**config.mk**
```make
export PLATFORM = sky130hd
export DESIGN_NAME = cdb_writeback_arbiter
export DESIGN_NICKNAME = d
export VERILOG_FILES = /design/src/rtl/cdb_writeback_arbiter_pkg.sv /design/src/rtl/cdb_writeback_arbiter_fifo.sv /design/src/rtl/cdb_writeback_arbiter.sv
export SDC_FILE = /design/constraint.sdc
export NUM_CORES = 1
export LEC_CHECK = 0
export BUFFER_PORTS_ARGS = -buffer_cell sky130_fd_sc_hd__buf_2
export CAP_MARGIN = 5
export CORE_UTILIZATION = 50
export CTS_CLUSTER_DIAMETER = 80
export DETAILED_ROUTE_END_ITERATION = 7
export GPL_ROUTABILITY_DRIVEN = 0
export PLACE_DENSITY = 0.73
export SLEW_MARGIN = 10
export SYNTH_ARGS = -nofsm -noshare
export SYNTH_HDL_FRONTEND = slang
export SYNTH_SLANG_ARGS = --single-unit
```
**constraint.sdc**
```tcl
create_clock -name clk_i -period 10.5 [get_ports clk_i]
set_clock_uncertainty 0.15 [all_clocks]
set_input_delay 0 -clock clk_i [delete_from_list [all_inputs] [get_ports clk_i]]
set_output_delay 0 -clock clk_i [all_outputs]
set_load 0.02 [all_outputs]
```
**src/rtl/cdb_writeback_arbiter_pkg.sv**
```systemverilog
// Shared types and constants for the CDB writeback arbiter: source IDs,
// entry field widths and the buffered entry layouts.
package cdb_writeback_arbiter_pkg;

    localparam int DATA_LEN      = 32;
    localparam int RRF_SEL       = 6;
    localparam int ADDR_LEN      = 32;
    localparam int CDB_SRC_WIDTH = 2;

    localparam logic [CDB_SRC_WIDTH-1:0] CDB_SRC_ALU    = 2'd0;
    localparam logic [CDB_SRC_WIDTH-1:0] CDB_SRC_BRANCH = 2'd1;
    localparam logic [CDB_SRC_WIDTH-1:0] CDB_SRC_MEM    = 2'd2;

    typedef struct packed {
        logic                rrf_we;
        logic [RRF_SEL-1:0]  tag;
        logic [DATA_LEN-1:0] data;
    } wb_entry_t;

    // Only the branch FIFO carries the redirect fields.
    typedef struct packed {
        wb_entry_t           base;
        logic                if_jump;
        logic [ADDR_LEN-1:0] jump_addr;
    } wb_br_entry_t;

    function automatic logic [CDB_SRC_WIDTH-1:0] next_src(input logic [CDB_SRC_WIDTH-1:0] s);
        return (s == CDB_SRC_MEM) ? CDB_SRC_ALU : s + 2'd1;
    endfunction

endpackage

```
**src/rtl/cdb_writeback_arbiter_fifo.sv**
```systemverilog
// Per-source writeback FIFO. A push into a full FIFO lands only when the
// same cycle also pops; otherwise it is dropped and the caller flags it.
module wb_fifo #(
    parameter int WIDTH = 8,
    parameter int DEPTH = 4
) (
    input  logic                     clk_i,
    input  logic                     reset_i,
    input  logic                     push,
    input  logic                     pop,
    input  logic [WIDTH-1:0]         din,
    output logic [WIDTH-1:0]         dout,
    output logic                     empty,
    output logic                     full,
    output logic [$clog2(DEPTH):0]   count
);
    localparam int PW = $clog2(DEPTH);

    logic [WIDTH-1:0] mem [DEPTH];
    logic [PW-1:0]    wr_ptr;
    logic [PW-1:0]    rd_ptr;
    logic             do_push;
    logic             do_pop;

    assign empty   = (count == '0);
    assign full    = (count == (PW+1)'(DEPTH));
    assign do_pop  = pop && !empty;
    assign do_push = push && (!full || do_pop);
    assign dout    = mem[rd_ptr];

    always_ff @(posedge clk_i or posedge reset_i) begin
        if (reset_i) begin
            wr_ptr <= '0;
            rd_ptr <= '0;
            count  <= '0;
        end else begin
            if (do_push) wr_ptr <= wr_ptr + 1'b1;
            if (do_pop)  rd_ptr <= rd_ptr + 1'b1;
            if (do_push && !do_pop)      count <= count + 1'b1;
            else if (do_pop && !do_push) count <= count - 1'b1;
        end
    end

    // Storage needs no reset: the pointers and count define what is valid.
    always_ff @(posedge clk_i) begin
        if (do_push) mem[wr_ptr] <= din;
    end

endmodule

```
**src/rtl/cdb_writeback_arbiter.sv**
```systemverilog
// Writeback stage: buffers ALU/Branch/Mem completions per source and
// round-robins them onto a registered common data bus.
module cdb_writeback_arbiter
    import cdb_writeback_arbiter_pkg::*;
#(
    parameter int FIFO_DEPTH   = 4,
    parameter int STALL_MARGIN = 2
) (
    input  logic                     clk_i,
    input  logic                     reset_i,
    input  logic                     alu_rob_we_i,
    input  logic                     alu_rrf_we_i,
    input  logic [RRF_SEL-1:0]       alu_rrf_tag_i,
    input  logic [DATA_LEN-1:0]      alu_result_i,
    input  logic                     branch_rob_we_i,
    input  logic                     branch_rrf_we_i,
    input  logic [RRF_SEL-1:0]       branch_rrf_tag_i,
    input  logic [DATA_LEN-1:0]      branch_result_i,
    input  logic                     branch_if_jump_i,
    input  logic [ADDR_LEN-1:0]      branch_jump_addr_i,
    input  logic                     mem_rob_we_i,
    input  logic                     mem_rrf_we_i,
    input  logic [RRF_SEL-1:0]       mem_rrf_tag_i,
    input  logic [DATA_LEN-1:0]      mem_result_i,
    output logic                     cdb_valid_o,
    output logic                     cdb_rrf_we_o,
    output logic [RRF_SEL-1:0]       cdb_rrf_tag_o,
    output logic [DATA_LEN-1:0]      cdb_data_o,
    output logic [CDB_SRC_WIDTH-1:0] cdb_src_o,
    output logic                     cdb_if_jump_o,
    output logic [ADDR_LEN-1:0]      cdb_jump_addr_o,
    output logic                     stall_alu_o,
    output logic                     stall_branch_o,
    output logic                     stall_mem_o,
    output logic                     overflow_o
);
    localparam int CW = $clog2(FIFO_DEPTH) + 1;
    localparam logic [CW-1:0] STALL_THR = CW'(FIFO_DEPTH - STALL_MARGIN);

    wb_entry_t    alu_din, alu_head, mem_din, mem_head;
    wb_br_entry_t br_din, br_head;
    logic         alu_empty, alu_full, br_empty, br_full, mem_empty, mem_full;
    logic [CW-1:0] alu_count, br_count, mem_count;
    logic         pop_alu, pop_br, pop_mem;

    logic [CDB_SRC_WIDTH-1:0] rr_ptr;
    logic [CDB_SRC_WIDTH-1:0] winner;
    logic [CDB_SRC_WIDTH-1:0] cand;
    logic [2:0]               nonempty;
    logic                     grant;
    logic                     ovf_hit;

    wb_entry_t                sel_entry;
    logic                     sel_jump;
    logic [ADDR_LEN-1:0]      sel_addr;

    assign alu_din = '{rrf_we: alu_rrf_we_i, tag: alu_rrf_tag_i, data: alu_result_i};
    assign mem_din = '{rrf_we: mem_rrf_we_i, tag: mem_rrf_tag_i, data: mem_result_i};
    assign br_din  = '{base: '{rrf_we: branch_rrf_we_i, tag: branch_rrf_tag_i, data: branch_result_i},
                       if_jump: branch_if_jump_i, jump_addr: branch_jump_addr_i};

    wb_fifo #(.WIDTH($bits(wb_entry_t)), .DEPTH(FIFO_DEPTH)) u_alu_fifo (
        .clk_i(clk_i), .reset_i(reset_i), .push(alu_rob_we_i), .pop(pop_alu),
        .din(alu_din), .dout(alu_head), .empty(alu_empty), .full(alu_full), .count(alu_count)
    );

    wb_fifo #(.WIDTH($bits(wb_br_entry_t)), .DEPTH(FIFO_DEPTH)) u_br_fifo (
        .clk_i(clk_i), .reset_i(reset_i), .push(branch_rob_we_i), .pop(pop_br),
        .din(br_din), .dout(br_head), .empty(br_empty), .full(br_full), .count(br_count)
    );

    wb_fifo #(.WIDTH($bits(wb_entry_t)), .DEPTH(FIFO_DEPTH)) u_mem_fifo (
        .clk_i(clk_i), .reset_i(reset_i), .push(mem_rob_we_i), .pop(pop_mem),
        .din(mem_din), .dout(mem_head), .empty(mem_empty), .full(mem_full), .count(mem_count)
    );

    assign nonempty = {!mem_empty, !br_empty, !alu_empty};

    // Search three slots starting at rr_ptr; the first non-empty one wins.
    always_comb begin
        grant  = 1'b0;
        winner = rr_ptr;
        cand   = rr_ptr;
        for (int i = 0; i < 3; i++) begin
            if (!grant && nonempty[cand]) begin
                grant  = 1'b1;
                winner = cand;
            end
            cand = next_src(cand);
        end
    end

    assign pop_alu = grant && (winner == CDB_SRC_ALU);
    assign pop_br  = grant && (winner == CDB_SRC_BRANCH);
    assign pop_mem = grant && (winner == CDB_SRC_MEM);

    always_comb begin
        sel_entry = '0;
        sel_jump  = 1'b0;
        sel_addr  = '0;
        if (grant) begin
            case (winner)
                CDB_SRC_ALU:    sel_entry = alu_head;
                CDB_SRC_BRANCH: begin
                    sel_entry = br_head.base;
                    sel_jump  = br_head.if_jump;
                    sel_addr  = br_head.jump_addr;
                end
                CDB_SRC_MEM:    sel_entry = mem_head;
                default:        sel_entry = '0;
            endcase
        end
    end

    // A full FIFO only accepts a push when it is also the winner this cycle.
    assign ovf_hit = (alu_rob_we_i    && alu_full && !pop_alu) ||
                     (branch_rob_we_i && br_full  && !pop_br)  ||
                     (mem_rob_we_i    && mem_full && !pop_mem);

    always_ff @(posedge clk_i or posedge reset_i) begin
        if (reset_i) begin
            rr_ptr          <= CDB_SRC_ALU;
            cdb_valid_o     <= 1'b0;
            cdb_rrf_we_o    <= 1'b0;
            cdb_rrf_tag_o   <= '0;
            cdb_data_o      <= '0;
            cdb_src_o       <= '0;
            cdb_if_jump_o   <= 1'b0;
            cdb_jump_addr_o <= '0;
            overflow_o      <= 1'b0;
        end else begin
            if (grant) rr_ptr <= next_src(winner);
            cdb_valid_o     <= grant;
            cdb_rrf_we_o    <= sel_entry.rrf_we;
            cdb_rrf_tag_o   <= sel_entry.tag;
            cdb_data_o      <= sel_entry.data;
            cdb_src_o       <= grant ? winner : '0;
            cdb_if_jump_o   <= sel_jump;
            cdb_jump_addr_o <= sel_addr;
            overflow_o      <= overflow_o | ovf_hit;
        end
    end

    assign stall_alu_o    = (alu_count >= STALL_THR);
    assign stall_branch_o = (br_count  >= STALL_THR);
    assign stall_mem_o    = (mem_count >= STALL_THR);

endmodule
```
Yosys cells after proc, flatten, opt, wreduce, memory -nomap -nowiden

Memory sizes are Yosys's and may differ from the RTL's.
Index checks and enable logic that the tools add are counted.

Output and inout port bits: 79
Input bits: 155
Bits in writable memories: 600
Bits in registers: 99
Memories: 3

Memories:

| name           | depth | width | rd ports | clocked after memory_dff | write ports | RTL line                         | source |
|---|---|---|---|---|---|---|---|
| u_br_fifo.mem  | 4     | 72    | 1        | 0                        | 1           | cdb_writeback_arbiter_fifo.sv:19 | `logic [WIDTH-1:0] mem [DEPTH];` |
| u_alu_fifo.mem | 4     | 39    | 1        | 0                        | 1           | cdb_writeback_arbiter_fifo.sv:19 |  |
| u_mem_fifo.mem | 4     | 39    | 1        | 0                        | 1           | cdb_writeback_arbiter_fifo.sv:19 |  |

Bitwise gates (word level): 1
Order comparisons: 6
$add $sub $neg: 15
Reductions and logical operators: 52
Equal/unequal tests: 7
Multiplexer cells: 33

Operator list:

| cell                                                                   | count |
|---|---|
| 39-bit case mux with 3 select lines                                    | 1 |
| 32-bit two-way mux                                                     | 2 |
| 39-bit two-way mux                                                     | 1 |
| 1-bit logical AND                                                      | 23 |
| 2-bit by 1-bit adder with 2-bit output (second input constant)         | 9 |
| 3-bit two-way mux                                                      | 6 |
| 1-bit logical NOT                                                      | 17 |
| 1-bit two-way mux                                                      | 14 |
| 2-bit two-way mux                                                      | 6 |
| 3-bit by 1-bit adder with 3-bit output (second input constant)         | 3 |
| 3-bit equality test (second input constant)                            | 3 |
| 3-bit by 2-bit >= comparator with 1-bit output (second input constant) | 3 |
| 3-bit logical NOT                                                      | 3 |
| 2-bit by 3-bit < comparator with 1-bit output (second input constant)  | 3 |
| 3-bit by 1-bit subtractor with 3-bit output (second input constant)    | 3 |
| 1-bit binary-select mux with 2-bit select                              | 3 |
| 2-bit equality test (second input constant)                            | 3 |
| 2-bit nonzero test                                                     | 3 |
| 1-bit logical OR                                                       | 5 |
| 2-bit by 1-bit equality test with 1-bit output (second input constant) | 1 |
| 2-bit logical NOT                                                      | 1 |
| 1-bit OR                                                               | 1 |

Logic depth before layout (Yosys ltp)

Gate-level depths: netlist of the first run.

Depth in word-level cells: 20
Mapped depth: 13
Gate-level depth less buffers: 11

Cells and area by module

From an unflattened synthesis of the first run, not the netlist that was laid out.

Cells, all modules: 1,280
Area total of the unflattened synthesis: 26,909.6 µm²

Modules (own cells, without submodules):

| module                   | times used | sequential area each (µm²) | area each (µm²) | cells an instance |
|---|---|---|---|---|
| wb_fifo (u_alu_fifo ...) | 2          | 4,859.7                    | 6,107.1         | 240 |
| wb_fifo (u_br_fifo)      | 1          | 8,823.5                    | 10,819.1        | 412 |
| cdb_writeback_arbiter    | 1          | 1,951.9                    | 3,876.2         | 388 |

Worst setup path after synthesis of the first run

Ideal clock, no wire load.

Kind: register to register
From: register u_alu_fifo.count[0]
To: memory u_br_fifo.mem[0][0] (netlist name) (enable)
Arrival: 3.097 ns
Library setup time: 0.438 ns
Period minus slack after synthesis: 3.686 ns
Path slack: 6.814 ns
Stages on the path, launching flop included: 6
Buffers on the path: 0
Path through: dfrtp_1 nor3_2 o21ai_0 a21oi_2 o21a_1 and2_1

Word-level cells in the longest chain between the ends: 18
Elaborated cells on any way between the ends: 24
Classes of those cells: 1 x eq/ne; 13 x mux; 10 x reduce/logical

Ends and longest elaborated chain:

| item                                           | RTL line                         | source |
|---|---|---|
| from (decl)                                    | cdb_writeback_arbiter_fifo.sv:15 | `output logic [$clog2(DEPTH):0] count` |
| from (signal assigned)                         | cdb_writeback_arbiter_fifo.sv:39 | `if (do_push && !do_pop) count <= count + 1'b1;` |
| from (signal assigned)                         | cdb_writeback_arbiter_fifo.sv:40 | `else if (do_pop && !do_push) count <= count - 1'b1;` |
| 3-bit logical NOT (*)                          | cdb_writeback_arbiter_fifo.sv:25 | `assign empty = (count == '0);` |
| 1-bit logical NOT (*)                          | cdb_writeback_arbiter.sv:77      | `assign nonempty = {!mem_empty, !br_empty, !alu_empty};` |
| 1-bit binary-select mux with 2-bit select      | cdb_writeback_arbiter.sv:85      | `if (!grant && nonempty[cand]) begin` |
| 1-bit two-way mux (implied by the code)        | cdb_writeback_arbiter.sv:85      |  |
| 1-bit two-way mux                              | cdb_writeback_arbiter.sv:85      |  |
| 1-bit logical NOT                              | cdb_writeback_arbiter.sv:85      |  |
| 1-bit logical AND                              | cdb_writeback_arbiter.sv:85      |  |
| 1-bit two-way mux                              | cdb_writeback_arbiter.sv:85      |  |
| [3 not listed]                                 | -                                |  |
| 2-bit by 1-bit equality test with 1-bit output | cdb_writeback_arbiter.sv:94      | `assign pop_br = grant && (winner == CDB_SRC_BRANCH);` |
| 1-bit logical AND (*)                          | cdb_writeback_arbiter.sv:94      |  |
| 1-bit logical AND (*)                          | cdb_writeback_arbiter_fifo.sv:27 | `assign do_pop = pop && !empty;` |
| 1-bit logical OR (*)                           | cdb_writeback_arbiter_fifo.sv:28 | `assign do_push = push && (!full \|\| do_pop);` |
| 1-bit logical AND (*)                          | cdb_writeback_arbiter_fifo.sv:28 |  |
| via u_br_fifo.do_push                          | cdb_writeback_arbiter_fifo.sv:22 | `logic do_push;` |
| 1-bit two-way mux (*)                          | cdb_writeback_arbiter_fifo.sv:46 | `if (do_push) mem[wr_ptr] <= din;` |
| 1-bit two-way mux (implied by the code) (*)    | cdb_writeback_arbiter_fifo.sv:46 |  |
| to (decl)                                      | cdb_writeback_arbiter_fifo.sv:19 |  |

The timed path passes the listed nets; every way through them passes the cells marked *. The select of a mux whose other input is x is not followed.

Final worst setup path of the first run

From: register u_br_fifo.count[0]
To: memory u_alu_fifo.mem[3][24] (netlist name) (enable)

Word-level cells in the longest chain between the ends: 18
Elaborated cells on any way between the ends: 24
Classes of those cells: 13 x mux; 11 x reduce/logical

Ends and longest elaborated chain:

| item                                        | RTL line                         | source |
|---|---|---|
| from (decl)                                 | cdb_writeback_arbiter_fifo.sv:15 |  |
| from (signal assigned)                      | cdb_writeback_arbiter_fifo.sv:39 |  |
| from (signal assigned)                      | cdb_writeback_arbiter_fifo.sv:40 |  |
| 3-bit logical NOT (*)                       | cdb_writeback_arbiter_fifo.sv:25 |  |
| 1-bit logical NOT (*)                       | cdb_writeback_arbiter.sv:77      |  |
| 1-bit binary-select mux with 2-bit select   | cdb_writeback_arbiter.sv:85      |  |
| 1-bit two-way mux (implied by the code)     | cdb_writeback_arbiter.sv:85      |  |
| 1-bit two-way mux                           | cdb_writeback_arbiter.sv:85      |  |
| 1-bit logical NOT                           | cdb_writeback_arbiter.sv:85      |  |
| 1-bit logical AND                           | cdb_writeback_arbiter.sv:85      |  |
| 1-bit two-way mux                           | cdb_writeback_arbiter.sv:85      |  |
| [3 not listed]                              | -                                |  |
| 2-bit logical NOT                           | cdb_writeback_arbiter.sv:93      | `assign pop_alu = grant && (winner == CDB_SRC_ALU);` |
| 1-bit logical AND (*)                       | cdb_writeback_arbiter.sv:93      |  |
| 1-bit logical AND (*)                       | cdb_writeback_arbiter_fifo.sv:27 |  |
| 1-bit logical OR (*)                        | cdb_writeback_arbiter_fifo.sv:28 |  |
| 1-bit logical AND (*)                       | cdb_writeback_arbiter_fifo.sv:28 |  |
| via u_alu_fifo.do_push                      | cdb_writeback_arbiter_fifo.sv:22 |  |
| 1-bit two-way mux (*)                       | cdb_writeback_arbiter_fifo.sv:46 |  |
| 1-bit two-way mux (implied by the code) (*) | cdb_writeback_arbiter_fifo.sv:46 |  |
| to (decl)                                   | cdb_writeback_arbiter_fifo.sv:19 |  |

Marked as above.

==> results of run 1 <==
==> worst max path at each step <==
stage / start / end / slack, ns
after global placement: u_br_fifo.count[0]$_DFFE_PP0P_ / u_alu_fifo.mem[0][21]$_DFFE_PP_ / 7.32
after global routing: u_alu_fifo.count[2]$_DFFE_PP0P_ / u_br_fifo.mem[3][53]$_DFFE_PP_ / 7.07
after CTS: u_br_fifo.count[0]$_DFFE_PP0P_ / u_br_fifo.count[2]$_DFFE_PP0P_ / 7.15
after floorplan: u_alu_fifo.count[0]$_DFFE_PP0P_ / u_br_fifo.mem[0][0]$_DFFE_PP_ / 6.81
final: u_br_fifo.count[0]$_DFFE_PP0P_ / u_alu_fifo.mem[3][24]$_DFFE_PP_ / 7.24
after detailed placement: u_br_fifo.count[0]$_DFFE_PP0P_ / u_br_fifo.count[2]$_DFFE_PP0P_ / 7.16
==> cell usage in the layout (no fill, tap or decap), types with 5 or more instances in the layout <==
cell	Yosys	final
diode_2	0	9
and2_2	2	6
clkbuf_8	0	8
clkbuf_1	23	17
buf_4	4	19
nor2_1	10	10
mux4_2	150	150
clkinv_2	0	14
edfxtp_1	600	600
nand2_2	20	20
dfrtp_1	99	93
clkinv_1	0	7
inv_1	12	11
ha_1	15	15
a21oi_1	40	40
nor2b_1	34	34
a311oi_2	20	20
dlygate4sd3_1	0	205
bufinv_16	0	5
clkbuf_16	0	74
nand2_1	64	64
xor2_1	8	8
xnor2_1	10	10
a311oi_1	19	19
buf_2	33	233
==> sequential cells by signal (all words and copies together), names as in the netlist, 3 cells and up <==
register,flops
u_br_fifo.mem,288
u_alu_fifo.mem,156
u_mem_fifo.mem,156
cdb_data_o,32
cdb_jump_addr_o,32
cdb_rrf_tag_o,6
u_alu_fifo.count,3
u_br_fifo.count,3
u_mem_fifo.count,3
==> through the flow <==
stage	instance area [µm²]	power [µW]	hold WS, ns	setup WS [ns]	instances
detailed placement	28300	7000	0.0671	7.16	2092
floorplan	26400	6150	-0.0511	6.81	1224
global route	32700	9910	0.0117	7.07	2432
finish	32700	9480	-0.00601	7.24	2435
CTS	32600	9560	0.00185	7.15	2425
global placement	28300	6920	0.0610	7.32	2092
==> layer usage <==
| metal | wire length, µm | vias to the layer above | GRT usage |
|---|---|---|---|
| li1 | - | 5909 | - |
| met1 | 24300 | 6925 | 0.306 |
| met2 | 26900 | 495 | 0.327 |
| met3 | 3740 | 88 | 0.0483 |
| met4 | 1390 | 10 | 0.0769 |
| met5 | 61 | - | 0 |
==> where the power goes <==
group	switching [µW]	total [µW]	internal [µW]
combinational	1690	2940	1250
clock	1010	2480	1470
sequential	300	4050	3750
==> cell families after synthesis <==
| group | after synthesis | share of synthesized area |
|---|---|---|
| xor gates and xnor gates | 18 | 0.00597 |
| muxes | 155 | 0.130 |
| DFF | 699 | 0.776 |
| adders and majority gates | 18 | 0.00938 |
| AOI/OAI and AO/OA | 96 | 0.0314 |
| and+or+nand+nor | 159 | 0.0319 |
| buffers and inverters | 79 | 0.0152 |
==> timing repair <==
action | in CTS | in global routing
endpoints found under the setup margin | 0 | 0
endpoints found under the hold margin | 673 | 4
hold buffers | 204 | 1
==> area by class of cell <==
class | instances | area share
antenna | 9 | 0.000689
clock buffer | 99 | 0.0620
clock inverter | 30 | 0.00885
inverter | 15 | 0.00180
multi-input combinational | 446 | 0.170
sequential | 699 | 0.628
tap | 680 | 0.0260
timing repair buffer | 457 | 0.103
==> worst reg2reg max path: stages, from the launching register on <==
cell and delay [ns]:
dfrtp_1 0.45, nor3_1 0.56, a21oi_1 0.16, nor3_2 0.19, inv_2 0.11, a31oi_4 0.28, and2_2 0.93
==> results_dict.tcl, run 1 <==
set metrics [dict create \
    rrSetupSlack_ns 7.24 \
    num-nets-final 1862 \
    grt_pass1_wl_mm 84.7 \
    worst_pin_slew_ns 1.13 \
    rr_startpoint "u_br_fifo.count[0]$_DFFE_PP0P_" \
    rsz0062_at_grt "no" \
    power.density_mw_per_mm2 290 \
    worst_hold_path_type "in2async" \
    hpwl_mm 33.9 \
    fillCellCount 3580 \
    end_kind "register" \
    multi_input_area_mm2 0.00555 \
    clk_pin_slew_worst_paths_ns 0.06 \
    synth_edf_count 600 \
    netlist_area_mm2 0.0264 \
    htreeDepth 3 \
    postCtsSetupBuffers 0 \
    drtAntennaViolNets 0 \
    wl_per_cell_um 23.1 \
    fp-row-count 83 \
    first_pass_iters 5 \
    dr_total_vias 13427 \
    slowest_stage "and2_2" \
    finalSetupViolCount 0 \
    avgSynthCellArea_um2 21.6 \
    worstReg2RegEnd "u_alu_fifo.mem[3][24]$_DFFE_PP_" \
    synth_area_leaders "edfxtp_1, mux4_2, dfrtp_1, a311oi_2, nand2_1" \
    synth_area_leader_cell "edfxtp_1" \
    synth_seq_area_share 0.776 \
    routed_via_density 5.51 \
    critPathBufInv 1 \
    cpLargestDelayFamily "simple AND/OR/NAND/NOR gates" \
    fin_crit_sh 0.311 \
    core-area_mm2 0.0517 \
    cp_cell_sequence "nor3_1 -> a21oi_1 -> nor3_2 -> inv_2 -> a31oi_4 -> and2_2" \
    worstSetupPathDepth 6 \
    synth.top_cell.area_share 0.682 \
    start_util 0.511 \
    wirelength_mm 56.3 \
    cpPeakStageDelay_ns 0.93 \
    leakagePower_uw 0.0116 \
    layout-drive-gt1-share 0.338 \
    violations "hold timing" \
    drt_iter0_drc 1100 \
    die-area_mm2 0.0537 \
    drc 0 \
    worstSetupStartpointType "register" \
    die_w_um 232 \
    cts_buffers 70 \
    antenna_found_initial 12 \
    cts_root_buf "clkbuf_16" \
    yosysUniqueCellTypes 50 \
    cp_max_fo 39 \
    overflow 0 \
    slew-limit-headroom 0.250 \
    ir_drop_uv 201 \
    synth_nets 1397 \
    cts_buffer_depth 3 \
    cts.sinks 699 \
    hold_viol_final 8 \
    post_cts_resized 0 \
    max_freq_mhz 306 \
    r2r_cells 6 \
    finalSetupTns_ns 0 \
    clkLatencyLatePin_ns 0.60 \
    crit_type "reg2reg" \
    ys_seq_elements 699 \
    syn_inst 1224 \
    cts_tree "done" \
    status "complete, but fails checks" \
    yosys-top-cells-count "edfxtp_1, mux4_2, dfrtp_1, nand2_1, a21oi_1" \
    port_buffers 233 \
    seq_area_mm2 0.0205 \
    worst_hold_slack_ns -0.00601 \
    grt_max_degree 79 \
    drv_slew 0 \
    maxCapViolations 0 \
    ios 234 \
    cp.arrival_ns 3.30 \
    worstPathRequired_ns 10.54 \
    synth_most_common_cell "edfxtp_1" \
    fin_util 0.632 \
    area_delta_synth_final_pct 23.7 \
    ys.warnings.count 0 \
    min_period_ns 3.26 \
    async_flop_share 0.142 \
    track_usage 0.214 \
    synth_flop_cell "edfxtp_1" \
    grt_pass1_vias 13913 \
    die_h_um 232 \
]
Power figures use the tool's default switching activity.
==> run 2: changes to the inputs <==
==> constraint.sdc (replaced) <==
create_clock -name clk_i -period 3.3 [get_ports clk_i]
set_clock_uncertainty 0.15 [all_clocks]
set_input_delay 0 -clock clk_i [delete_from_list [all_inputs] [get_ports clk_i]]
set_output_delay 0 -clock clk_i [all_outputs]
set_load 0.02 [all_outputs]
==> run 2 against run 1 <==
The flow now finishes without violations. Non-clock buffer count is 22 higher. Register-to-register slack lost 7.0 ns. Final cell count grew 0.86%. Setup slack worse by 7.0 ns. Cell area is 1.4% higher. Maximum frequency increased by 7.6%. Via count grew 0.95%. Critical path depth increased by 3. Flip-flop and latch count is the same. Critical path type unchanged. Critical endpoint is now u_mem_fifo.count[2]$_DFFE_PP0P_. Largest cell class unchanged. Highest routed layer unchanged.
==> results_dict.tcl, run 2 (same netlist as run 1, synthesis figures left out) <==
set metrics [dict create \
    status "finished clean" \
    port_buffers 233 \
    layout-drive-gt1-share 0.343 \
    rsz0062_at_grt "no" \
    p_clk_frac 0.261 \
    regMostFlops "u_br_fifo.mem" \
    wirelength_mm 56.2 \
    cp_max_fo 7 \
    drt_iter0_drc 1143 \
    grt_pass1_wl_mm 85.4 \
    largestRegisters "u_br_fifo.mem x288, u_alu_fifo.mem x156, u_mem_fifo.mem x156" \
    r2r_cells 9 \
    drc 0 \
    routed_via_density 5.52 \
    max_freq_mhz 330 \
    postCtsSetupBuffers 0 \
    worst_hold_path_type "in2reg" \
    hold_end "u_mem_fifo.mem[3][18]$_DFFE_PP_" \
    end_kind "register" \
    power.switching_uw 9550 \
    antenna_found_initial 11 \
    dp.cells 2111 \
    most-common-layout-cells "edfxtp_1, buf_2, dlygate4sd3_1, mux4_2, dfrtp_1" \
    cts_root_buf "clkbuf_16" \
    overflow 0 \
    hold_viol_final 0 \
    worstPathRequired_ns 3.66 \
    wl_per_cell_um 22.9 \
    maxCapViolations 0 \
    min_period_ns 3.03 \
    clk_pin_slew_worst_paths_ns 0.06 \
    core-area_mm2 0.0517 \
    ir_drop_uv 677 \
    power.density_mw_per_mm2 924 \
    track_usage 0.215 \
    seq_area_mm2 0.0205 \
    min_from "mem_result_i[18]" \
    area_delta_synth_final_pct 25.5 \
    cp.arrival_ns 3.40 \
    layout_commonest_cell "edfxtp_1" \
    drtAntennaViolNets 0 \
    power_uw 30600 \
    hpwl_mm 34.5 \
    finalSetupTns_ns 0 \
    slew-limit-headroom 0.360 \
    cts_buffer_depth 3 \
    comb_power_share 0.318 \
    instances_no_fill 2456 \
    drv_slew 0 \
    num-nets-final 1884 \
    ios 234 \
    fillCellCount 3494 \
    cts_buffers 70 \
    largest_reg_flops 288 \
    finalSetupViolCount 0 \
    crit_type "reg2reg" \
    leakagePower_uw 0.0118 \
    rrSetupSlack_ns 0.27 \
    die-area_mm2 0.0537 \
    grt_pass1_vias 14110 \
    multi_input_area_mm2 0.00555 \
    first_pass_iters 5 \
    cts_tree "done" \
    p_int_uw 21100 \
    htreeDepth 3 \
    die_w_um 232 \
    p_sw_frac 0.312 \
    worstSetupStartpointType "register" \
    fin_crit_sh 0.919 \
    clkLatencyLatePin_ns 0.59 \
    power_frac_seq 0.421 \
    cts.sinks 699 \
    worstReg2RegEnd "u_mem_fifo.count[2]$_DFFE_PP0P_" \
    rr_startpoint "u_br_fifo.count[0]$_DFFE_PP0P_" \
    start_util 0.511 \
    dr_total_vias 13555 \
    grt_max_degree 80 \
    hold_path_depth 2 \
    fin_util 0.641 \
    worst_pin_slew_ns 0.961 \
    fp-row-count 83 \
    die_h_um 232 \
]
-- run 2: worst max path at each step --
| stage | slack [ns] | from | to |
|---|---|---|---|
| floorplan | 0.38 | u_mem_fifo.count[0]$_DFFE_PP0P_ | u_alu_fifo.mem[0][0]$_DFFE_PP_ |
| global placement | 0.46 | u_br_fifo.count[0]$_DFFE_PP0P_ | u_mem_fifo.count[2]$_DFFE_PP0P_ |
| detailed placement | 0.34 | u_br_fifo.count[0]$_DFFE_PP0P_ | u_mem_fifo.count[2]$_DFFE_PP0P_ |
| CTS | 0.29 | u_br_fifo.count[0]$_DFFE_PP0P_ | u_mem_fifo.count[2]$_DFFE_PP0P_ |
| global route | 0.11 | u_alu_fifo.count[0]$_DFFE_PP0P_ | u_mem_fifo.count[2]$_DFFE_PP0P_ |
| finish | 0.27 | u_br_fifo.count[0]$_DFFE_PP0P_ | u_mem_fifo.count[2]$_DFFE_PP0P_ |
-- run 2: per-layer routing --
| metal | global-route usage | vias to the layer above | share of wire |
|---|---|---|---|
| li1 | - | 5948 | - |
| met1 | 0.310 | 7105 | 0.44 |
| met2 | 0.331 | 416 | 0.48 |
| met3 | 0.0433 | 78 | 0.061 |
| met4 | 0.0722 | 8 | 0.021 |
| met5 | 0 | - | 0.00096 |
-- run 2: metrics by stage --
stage	instance area, µm²	setup slack [ns]	hold slack [ns]
6_report	33100	0.267	0.0240
4_1_cts	33100	0.290	0.000438
5_1_grt	33100	0.110	0.0117
3_3_place_gp	28700	0.458	-0.0312
2_1_floorplan	26400	0.375	-0.0511
3_5_place_dp	28700	0.340	-0.0148
-- run 2: power groups by stage --
stage                     logic [µW]  registers [µW]  clock network (µW)
after floorplan                 6540           13000                   0
after global placement          9430           12900                   0
after detailed placement        9580           13100                   0
after CTS                       9860           12900                8130
after global routing           10500           13100                8480
final                           9730           12900                7990
-- run 2: cell type report --
class,instances,area share
clock inverter,28,0.00971
timing repair buffer,479,0.115
antenna,9,0.000680
multi-input combinational,446,0.168
clock buffer,100,0.0606
inverter,15,0.00177
tap,680,0.0257
sequential,699,0.619
-- run 2: worst max-delay path: stages (launching register included) --
cell,delay (ns)
dfrtp_1,0.45
or3_1,0.53
o311ai_2,0.46
and2_2,0.26
ha_1,0.20
inv_1,0.08
fa_1,0.39
xor2_1,0.18
nor2_1,0.12
xor2_1,0.16
-- run 2: repair_timing --
action,CTS,global route
hold buffers,208,0
endpoints found under the hold margin,878,0
endpoints found under the setup margin,0,0
gates resized for setup,0,0
==> run 3: changes to the inputs <==
--- a/config.mk
+++ b/config.mk
@@ -8,6 +8,7 @@
 export BUFFER_PORTS_ARGS = -buffer_cell sky130_fd_sc_hd__buf_2
 export CAP_MARGIN = 5
 export CORE_UTILIZATION = 50
+export CTS_BUF_LIST = sky130_fd_sc_hd__clkbuf_4 sky130_fd_sc_hd__clkbuf_8
 export CTS_CLUSTER_DIAMETER = 80
 export DETAILED_ROUTE_END_ITERATION = 7
 export GPL_ROUTABILITY_DRIVEN = 0
==> run 3 against run 2 <==
Clock power fell by 6.0%. Highest routed layer unchanged. First-iteration DRC count fell by 15%. Sequential share of layout area fell by 1.8 points. Cell area rose by 3.0%. Routed wire length rose by 0.53%. Combinational power rose by 0.6%. Utilization rose by 1.9 points. Final cell count rose by 6.9%. Critical path type unchanged. Largest cell class unchanged. Setup slack got worse by 0.024 ns. Critical endpoint unchanged. Flip-flop and latch count did not move.
==> results_dict.tcl, run 3 (same netlist as run 1, synthesis figures left out) <==
set metrics [dict create \
    die_h_um 232 \
    multi_input_area_mm2 0.00555 \
    fillCellCount 3445 \
    core-area_mm2 0.0517 \
    regMostFlops "u_br_fifo.mem" \
    largest_reg_flops 288 \
    maxCapViolations 0 \
    rrSetupSlack_ns 0.24 \
    max_freq_mhz 327 \
    track_usage 0.217 \
    layout-drive-gt1-share 0.360 \
    worstPathRequired_ns 3.73 \
    crit_type "reg2reg" \
    die_w_um 232 \
    grt_pass1_vias 14820 \
    fin_crit_sh 0.926 \
    first_pass_iters 5 \
    area_delta_synth_final_pct 29.2 \
    slowest_stage "or3_1" \
    die-area_mm2 0.0537 \
    cpPeakStageDelay_ns 0.54 \
    cts_buffers 107 \
    slew-limit-headroom 0.358 \
    worstReg2RegEnd "u_mem_fifo.count[2]$_DFFE_PP0P_" \
    fin_util 0.660 \
    largestRegisters "u_br_fifo.mem x288, u_alu_fifo.mem x156, u_mem_fifo.mem x156" \
    drt_iter0_drc 971 \
    cpLargestDelayFamily "simple AND/OR/NAND/NOR gates" \
    cp_cell_sequence "or3_1 -> o311ai_2 -> and2_2 -> ha_1 -> inv_1 -> fa_1 -> xor2_1 -> nor2_1 -> xor2_1" \
    finalSetupViolCount 0 \
    cts_buffer_depth 3 \
    rr_startpoint "u_br_fifo.count[0]$_DFFE_PP0P_" \
    cp_max_fo 7 \
    hold_path_depth 4 \
    hold_viol_final 0 \
    min_period_ns 3.06 \
    htreeDepth 3 \
    hold_end "u_mem_fifo.wr_ptr[0]$_DFFE_PP0P_" \
    layout_commonest_cell "edfxtp_1" \
    start_util 0.511 \
    clkLatencyLatePin_ns 0.67 \
    num-nets-final 2021 \
    crit_top_cell "xor2_1" \
    overflow 0 \
    worst_hold_path_type "in2reg" \
    worst_pin_slew_ns 0.964 \
    port_buffers 233 \
    cts_root_buf "clkbuf_8" \
    cp.arrival_ns 3.49 \
    cts_tree "done" \
    status "finished clean" \
    rsz0062_at_grt "no" \
    fp-row-count 83 \
    worstSetupStartpointType "register" \
    routed_via_density 5.33 \
    ios 234 \
    r2r_cells 9 \
    cts.sinks 699 \
    dr_total_vias 14003 \
    hpwl_mm 34.5 \
    clk_pin_slew_worst_paths_ns 0.06 \
    most-common-layout-cells "edfxtp_1, dlygate4sd3_1, buf_2, mux4_2, clkbuf_8" \
    drc 0 \
    finalSetupTns_ns 0 \
    grt_pass1_wl_mm 86.9 \
    grt_max_degree 80 \
    drv_slew 0 \
    power.density_mw_per_mm2 885 \
    wirelength_mm 56.5 \
    min_from "mem_rob_we_i" \
    critPathBufInv 1 \
    antenna_found_initial 12 \
    postCtsSetupBuffers 0 \
    ir_drop_uv 551 \
    end_kind "register" \
    leakagePower_uw 0.0123 \
    wl_per_cell_um 21.5 \
    seq_area_mm2 0.0205 \
    drtAntennaViolNets 0 \
]
==> run 3: worst min-delay path, delay by kind of cell <==
family        cells  cell delay (ns)
buf+inv           2             0.67
simple gates      1             0.19
xor+xnor          1             0.07
==> run 3: layout make-up <==
class,instances,area share
Tap cell,680,0.0249
Antenna cell,10,0.000734
Multi-Input combinational cell,446,0.163
Inverter,15,0.00172
Clock buffer,160,0.0581
Timing Repair Buffer,579,0.141
Clock inverter,37,0.00946
Sequential cell,699,0.601
==> run 3: worst max-delay path by stage <==
| stage | start | endpoint | slack (ns) | cells past startpoint |
|---|---|---|---|---|
| 4_1_cts | u_br_fifo.count[0]$_DFFE_PP0P_ | u_mem_fifo.count[2]$_DFFE_PP0P_ | 0.28 | 9 |
| 3_5_place_dp | u_br_fifo.count[0]$_DFFE_PP0P_ | u_mem_fifo.count[2]$_DFFE_PP0P_ | 0.34 | 9 |
| 2_1_floorplan | u_mem_fifo.count[0]$_DFFE_PP0P_ | u_alu_fifo.mem[0][0]$_DFFE_PP_ | 0.38 | 6 |
| 3_3_place_gp | u_br_fifo.count[0]$_DFFE_PP0P_ | u_mem_fifo.count[2]$_DFFE_PP0P_ | 0.46 | 9 |
| 5_1_grt | u_br_fifo.count[0]$_DFFE_PP0P_ | u_mem_fifo.count[2]$_DFFE_PP0P_ | 0.1 | 9 |
| 6_report | u_br_fifo.count[0]$_DFFE_PP0P_ | u_mem_fifo.count[2]$_DFFE_PP0P_ | 0.24 | 9 |
==> run 3: power by group <==
group / internal (µW) / switching (µW) / total [µW]
Clock: 4250 / 3260 / 7510
Combinational: 4450 / 5330 / 9790
Sequential: 11900 / 983 / 12900
Total: 20600 / 9580 / 30200
==> run 3: per-stage QoR <==
stage | total power [µW] | hold slack, ns | instances | area (µm²) | worst slack, ns
2_1_floorplan | 19500 | -0.0511 | 1224 | 26400 | 0.375
3_3_place_gp | 22400 | -0.0312 | 2111 | 28700 | 0.458
3_5_place_dp | 22600 | -0.0148 | 2111 | 28700 | 0.340
4_1_cts | 30500 | 0.0849 | 2616 | 34100 | 0.275
5_1_grt | 31600 | 0.154 | 2623 | 34100 | 0.0965
6_report | 30200 | 0.168 | 2626 | 34100 | 0.243
==> run 3: routing by layer <==
layer	track usage	wire length [µm]	vias to the layer above
li1	-	-	6267
met1	0.306	24500	7201
met2	0.337	27100	443
met3	0.0472	3550	84
met4	0.0765	1260	8
met5	0	54	-
==> run 3: timing repair <==
item	4_1_cts	5_1_grt
resized for setup	0	0
hold endpoints to repair	945	0
hold buffers	308	0
